File: src/rtl/fetch_pkg.sv
// fetch_pkg: shared types and constants for the instruction-fetch sequencer.
package fetch_pkg;
  typedef enum logic [1:0] {BOOT, RUN, HALT} fetch_state_t;
  localparam int XLEN = 32;
  localparam int FETCH_Q_DEPTH = 3;
  typedef struct packed {
    logic [XLEN-1:0] instr;
    logic [XLEN-1:0] pc;
  } fetch_entry_t;
  function automatic logic [1:0] q_next(input logic [1:0] p);
    return (p == 2'(FETCH_Q_DEPTH - 1)) ? 2'd0 : p + 2'd1;
  endfunction
endpackage

File: src/rtl/fetch_queue.sv
// fetch_queue: 3-entry circular FIFO of fetched words with synchronous flush.
module fetch_queue
  import fetch_pkg::*;
(
  input  logic         clk,
  input  logic         rst,
  input  logic         push,
  input  logic         pop,
  input  logic         flush,
  input  fetch_entry_t din,
  output fetch_entry_t dout,
  output logic [1:0]   count,
  output logic         full,
  output logic         empty
);
  fetch_entry_t mem_q [FETCH_Q_DEPTH];
  fetch_entry_t mem_d [FETCH_Q_DEPTH];
  logic [1:0] rd_q, rd_d, wr_q, wr_d, cnt_q, cnt_d;
  always_comb begin
    mem_d = mem_q;
    if (push && !flush) mem_d[wr_q] = din;
    rd_d  = flush ? 2'd0 : pop ? q_next(rd_q) : rd_q;
    wr_d  = flush ? 2'd0 : push ? q_next(wr_q) : wr_q;
    cnt_d = flush ? 2'd0 : cnt_q + 2'(push) - 2'(pop);
  end
  always_ff @(posedge clk) begin
    if (rst) begin
      mem_q <= '{default: '0};
      rd_q  <= '0;
      wr_q  <= '0;
      cnt_q <= '0;
    end else begin
      mem_q <= mem_d;
      rd_q  <= rd_d;
      wr_q  <= wr_d;
      cnt_q <= cnt_d;
    end
  end
  assign dout  = mem_q[rd_q];
  assign count = cnt_q;
  assign full  = cnt_q == 2'(FETCH_Q_DEPTH);
  assign empty = cnt_q == 2'd0;
endmodule

File: src/rtl/fetch_ctrl.sv
// fetch_ctrl: owns the PC, issues IMEM reads under queue credit, handles redirects and misaligned-target faults.
module fetch_ctrl
  import fetch_pkg::*;
#(
  parameter int          ADDR_W   = 10,
  parameter int          DATA_W   = 32,
  parameter logic [31:0] RESET_PC = 32'h0000_0000
) (
  input  logic              CLK,
  input  logic              RESET,
  output logic [ADDR_W-1:0] imem_addr,
  input  logic [DATA_W-1:0] imem_q,
  output logic [DATA_W-1:0] instr,
  output logic [31:0]       instr_pc,
  output logic              instr_valid,
  input  logic              instr_ready,
  input  logic              redirect,
  input  logic [31:0]       redirect_pc,
  output logic              fault
);
  fetch_state_t state_q, state_d;
  logic [31:0] pc_q, pc_d, ipc_q, ipc_d;
  logic inflight_q, inflight_d, dead_q, dead_d, fault_q, fault_d;
  logic issue, flush, kill, push, pop, credit, misaligned;
  fetch_entry_t q_din, q_head;
  logic [1:0] q_cnt;
  logic q_full, q_empty;
  always_comb begin
    misaligned  = |redirect_pc[1:0];
    flush       = redirect && state_q == RUN;
    credit      = !q_full && !(q_cnt == 2'(FETCH_Q_DEPTH - 1) && inflight_q);
    issue       = state_q == RUN && !redirect && credit;
    kill        = dead_q || flush;
    push        = inflight_q && !kill;
    instr_valid = !q_empty && !redirect && state_q != HALT;
    pop         = instr_valid && instr_ready;
    state_d     = state_q == BOOT ? RUN : (flush && misaligned) ? HALT : state_q;
    pc_d        = flush ? redirect_pc : issue ? pc_q + 32'd4 : pc_q;
    ipc_d       = issue ? pc_q : ipc_q;
    inflight_d  = issue;
    // a killed word stays dead until a fresh issue replaces it
    dead_d      = !issue && kill;
    fault_d     = fault_q || (flush && misaligned);
  end
  always_ff @(posedge CLK) begin
    if (RESET) begin
      state_q    <= BOOT;
      pc_q       <= RESET_PC;
      ipc_q      <= '0;
      inflight_q <= 1'b0;
      dead_q     <= 1'b0;
      fault_q    <= 1'b0;
    end else begin
      state_q    <= state_d;
      pc_q       <= pc_d;
      ipc_q      <= ipc_d;
      inflight_q <= inflight_d;
      dead_q     <= dead_d;
      fault_q    <= fault_d;
    end
  end
  assign q_din = '{instr: imem_q, pc: ipc_q};
  fetch_queue u_queue (
    .clk   (CLK),
    .rst   (RESET),
    .push  (push),
    .pop   (pop),
    .flush (flush),
    .din   (q_din),
    .dout  (q_head),
    .count (q_cnt),
    .full  (q_full),
    .empty (q_empty)
  );
  assign imem_addr = pc_q[ADDR_W+1:2];
  assign instr     = q_head.instr;
  assign instr_pc  = q_head.pc;
  assign fault     = fault_q;
endmodule

File: config.mk
export PLATFORM = sky130hd
export DESIGN_NAME = fetch_ctrl
export DESIGN_NICKNAME = d
export VERILOG_FILES = /design/src/rtl/fetch_pkg.sv /design/src/rtl/fetch_queue.sv /design/src/rtl/fetch_ctrl.sv
export SDC_FILE = /design/constraint.sdc
export NUM_CORES = 1
export LEC_CHECK = 0
export CORE_AREA = 5 5 175 177
export DETAILED_ROUTE_END_ITERATION = 10
export DIE_AREA = 0 0 180 182
export GPL_ROUTABILITY_DRIVEN = 0
export GPL_TIMING_DRIVEN = 0
export PLACE_DENSITY_LB_ADDON = 0.3
export SLEW_MARGIN = 40
export SYNTH_ARGS = -nofsm -noshare
export SYNTH_HDL_FRONTEND = slang
export SYNTH_SLANG_ARGS = --single-unit
File: constraint.sdc
create_clock -name CLK -period 3.8 [get_ports CLK]
set_input_delay 0.76 -clock CLK [delete_from_list [all_inputs] [get_ports CLK]]
set_output_delay 0.76 -clock CLK [all_outputs]
set_load 0.05 [all_outputs]
==> flow_summary_export.csv <==
group,metric,value,unit
run_status,status,"complete, no violations",
cts,cts_tree,"yes",
global_route,grt_first_pass_wirelength,53200,microns
global_route,grt_max_degree,15,
power_and_ir_drop,ir_drop,407,uV
die,die_area,32800,sq um
die,io_pins,144,
run,cap_violations,0,
sta,finClkSkew,0.00892,ns
yosys,syn_area,11300,sq um
yosys,ys_ff_latch,267,
yosys,async_reset_ff_frac,0,
critical_path,path_class,"reg2out",
yosys,synthTopCellsByArea,"dfxtp_1 (47%), nand2_1 (14%), mux2i_1 (11%)",
critical_path,worst-r2r-setup-slack,1.34,ns
drt,wl_per_cell,16.5,microns
sta,slew_violations,0,
sta,worst_pin_slew,0.824,ns
layout,drive_gt1_frac,0.0548,
layout,num_antenna_cells,0,
cts,clock-sinks,267,
cts,clock_path_buffers,3,
drt,first_pass_iters,5,
cts,cts_htree_levels,1,
power_and_ir_drop,cellPowerDensity,438,nW/um^2
sta,slew_headroom,0.451,
sta,layout_worst_path_cycle_share,0.965,
critical_path,crit_family,"buffers and inverters",
die,die_x,180,microns
layout,nets,1653,
yosys,ys_warn_count,0,
cts,holdBufCountCts,0,
placement,io_buffers,143,
critical_path,critical_path.cell_chain,"nor2b_1, clkbuf_1, clkbuf_2, nand2_1, o21ai_0, clkdlybuf4s50_1",
sta,finalHoldViolations,0,
yosys,synth_cell_types,46,
drt,antenna_left,0,
cts,clk_pin_slew,0.06,ns
cts,clk_latency,0.54,ns
cts,cts_setup_buffers,0,
sta,tns,0,ns
sta,period_minus_slack,3.67,ns
layout,fillers,2792,
yosys,yosysSeqAreaShare,0.471,
die,core,29100,sq um
global_route,gr-total-overflow,0,
critical_path,startpoint_type,"flop",
drt,via_per_inst,5.10,
placement,place_hpwl,23300,microns
cts,cts_resized,48,
sta,timing.fmax,273,MHz
sta,rsz0062_at_grt,"no",
die,die_height,182,microns
drt,num_vias,10200,
layout,final_cell_mix,"nand2_1 (419), dfxtp_1 (267), a21oi_1 (175)",
global_route,antenna_found_initial,0,
critical_path,path_max_fanout,10,
layout,seqCellArea,5350,sq um
global_route,grt_pass1_vias,9891,
yosys,syn_inst,1412,
sta,setup_viol,0,
layout,multi_input_area,5460,sq um
power_and_ir_drop,power,6.24,mW
layout,mostFrequentLayoutCell,"nand2_1",
critical_path,cp_data_arrival_time,2.91,ns
drt,drc_errors,0,
critical_path,critPathRequiredTime,3.04,ns
yosys,synth_edf_count,0,
layout,synthToLayoutAreaGrowth,25.4,%
drt,drtIter0Drc,652,
die,start_util,0.390,
yosys,avgSynthCellArea,8.04,sq um
yosys,synthFlopType,"dfxtp_1",
global_route,grt_util_all_layers,0.195,
critical_path,cp_slowest_cell,"clkdlybuf4s50_1",
sta,whs,0.452,ns
power_and_ir_drop,p_leak,5.47,nW
critical_path,critical_path.max_stage_delay,0.83,ns
cts,clockRootBuffer,"clkbuf_16",
drt,routed_wl,32900,microns
critical_path,cp_num_buf_inv,3,
yosys,yosys.area.top_type,"dfxtp_1",
min_path,hold_class,"reg2reg",
cts,numCtsBuffers,28,
yosys,synth_top_area_frac,0.471,
yosys,synth_fp_nets,1482,
critical_path,cp-end-kind,"primary output",
die,fp-row-count,63,
worst reg2reg max path, cell delays in order (launching register included):
cell	delay, ns
dfxtp_1	0.35
nand3b_2	0.26
nand3_2	0.27
nor3b_1	0.24
clkbuf_1	0.54
buf_1	0.47
nand2_1	0.12
a21oi_1	0.13
per-layer routing:
metal | vias to the layer above | global-route usage | share of wire
met2 | 322 | 0.318 | 0.45
li1 | 5114 | - | -
met3 | 45 | 0.0391 | 0.065
met1 | 4699 | 0.267 | 0.46
met4 | 0 | 0.0448 | 0.022
met5 | - | 0 | 0
Yosys cell counts, drive strengths merged (3+ instances only):
cell type and number:
a32oi 3, mux2i 129, xor2 3, nand4 15
a22oi 8, buf 32, dfxtp 267, or3 11
a31oi 19, nor2 86, nand3 23, inv 6
or4 9, and3 4, nor2b 5, clkbuf 86
o211ai 11, a211oi 4, nand3b 4, and2 4
nand2 419, o21ai 55, nor4 3, o22ai 14
a21oi 175
kinds of logic (layout without fill, tap and decap cells):
logic type,after synthesis,in the layout,share of synthesized area
buf+inv,124,317,0.0481
fa+ha+maj,2,2,0.00220
simple gates,590,590,0.219
flops,267,267,0.471
mux,129,129,0.114
compound gates,295,295,0.142
xor+xnor,5,5,0.00386
cell type report:
| type | instances | area share |
|---|---|---|
| buffer | 116 | 0.0375 |
| clock buffer | 43 | 0.0610 |
| clock inverter | 9 | 0.00712 |
| inverter | 6 | 0.00158 |
| multi-input combinational | 1021 | 0.383 |
| sequential | 267 | 0.375 |
| tap | 390 | 0.0343 |
| timing repair buffer | 143 | 0.0997 |
power breakdown:
part / total [mW] / switching, mW / leakage [nW] / internal, mW
Combinational: 0.490 / 0.308 / 2.84 / 0.182
Sequential: 2.91 / 0.0619 / 2.16 / 2.85
Clock: 2.83 / 1.13 / 0.480 / 1.70
metrics by stage:
step | setup slack [ns] | util | instance area [sq um] | std cells
final | 0.132 | 0.489 | 14200 | 1995
after detailed placement | 0.162 | 0.456 | 13300 | 1945
after floorplan | 0.680 | - | 11300 | 1412
after global routing | 0.00863 | 0.489 | 14200 | 1995
after global placement | 0.150 | 0.456 | 13300 | 1945
after CTS | 0.0105 | 0.488 | 14200 | 1996
final timing paths:
check	from	end	cells past startpoint
hold / removal	u_queue.mem_q[170]$_SDFFE_PP0P_	u_queue.mem_q[170]$_SDFFE_PP0P_	2
hold reg to reg	u_queue.mem_q[170]$_SDFFE_PP0P_	u_queue.mem_q[170]$_SDFFE_PP0P_	2
setup / recovery	u_queue.rd_q[1]$_SDFFE_PP0P_	instr[9]	6
setup reg to reg	state_q[1]$_SDFFE_PP0P_	u_queue.mem_q[19]$_SDFFE_PP0P_	7
state kept, by name, summed over array words and instances (netlist names):
name	count
dead_q	1
fault	1
inflight_q	1
ipc_q	32
pc_q	32
state_q	2
u_queue.count	2
u_queue.mem_q	192
u_queue.rd_q	2
u_queue.wr_q	2
(Power assumes the default switching activity.)
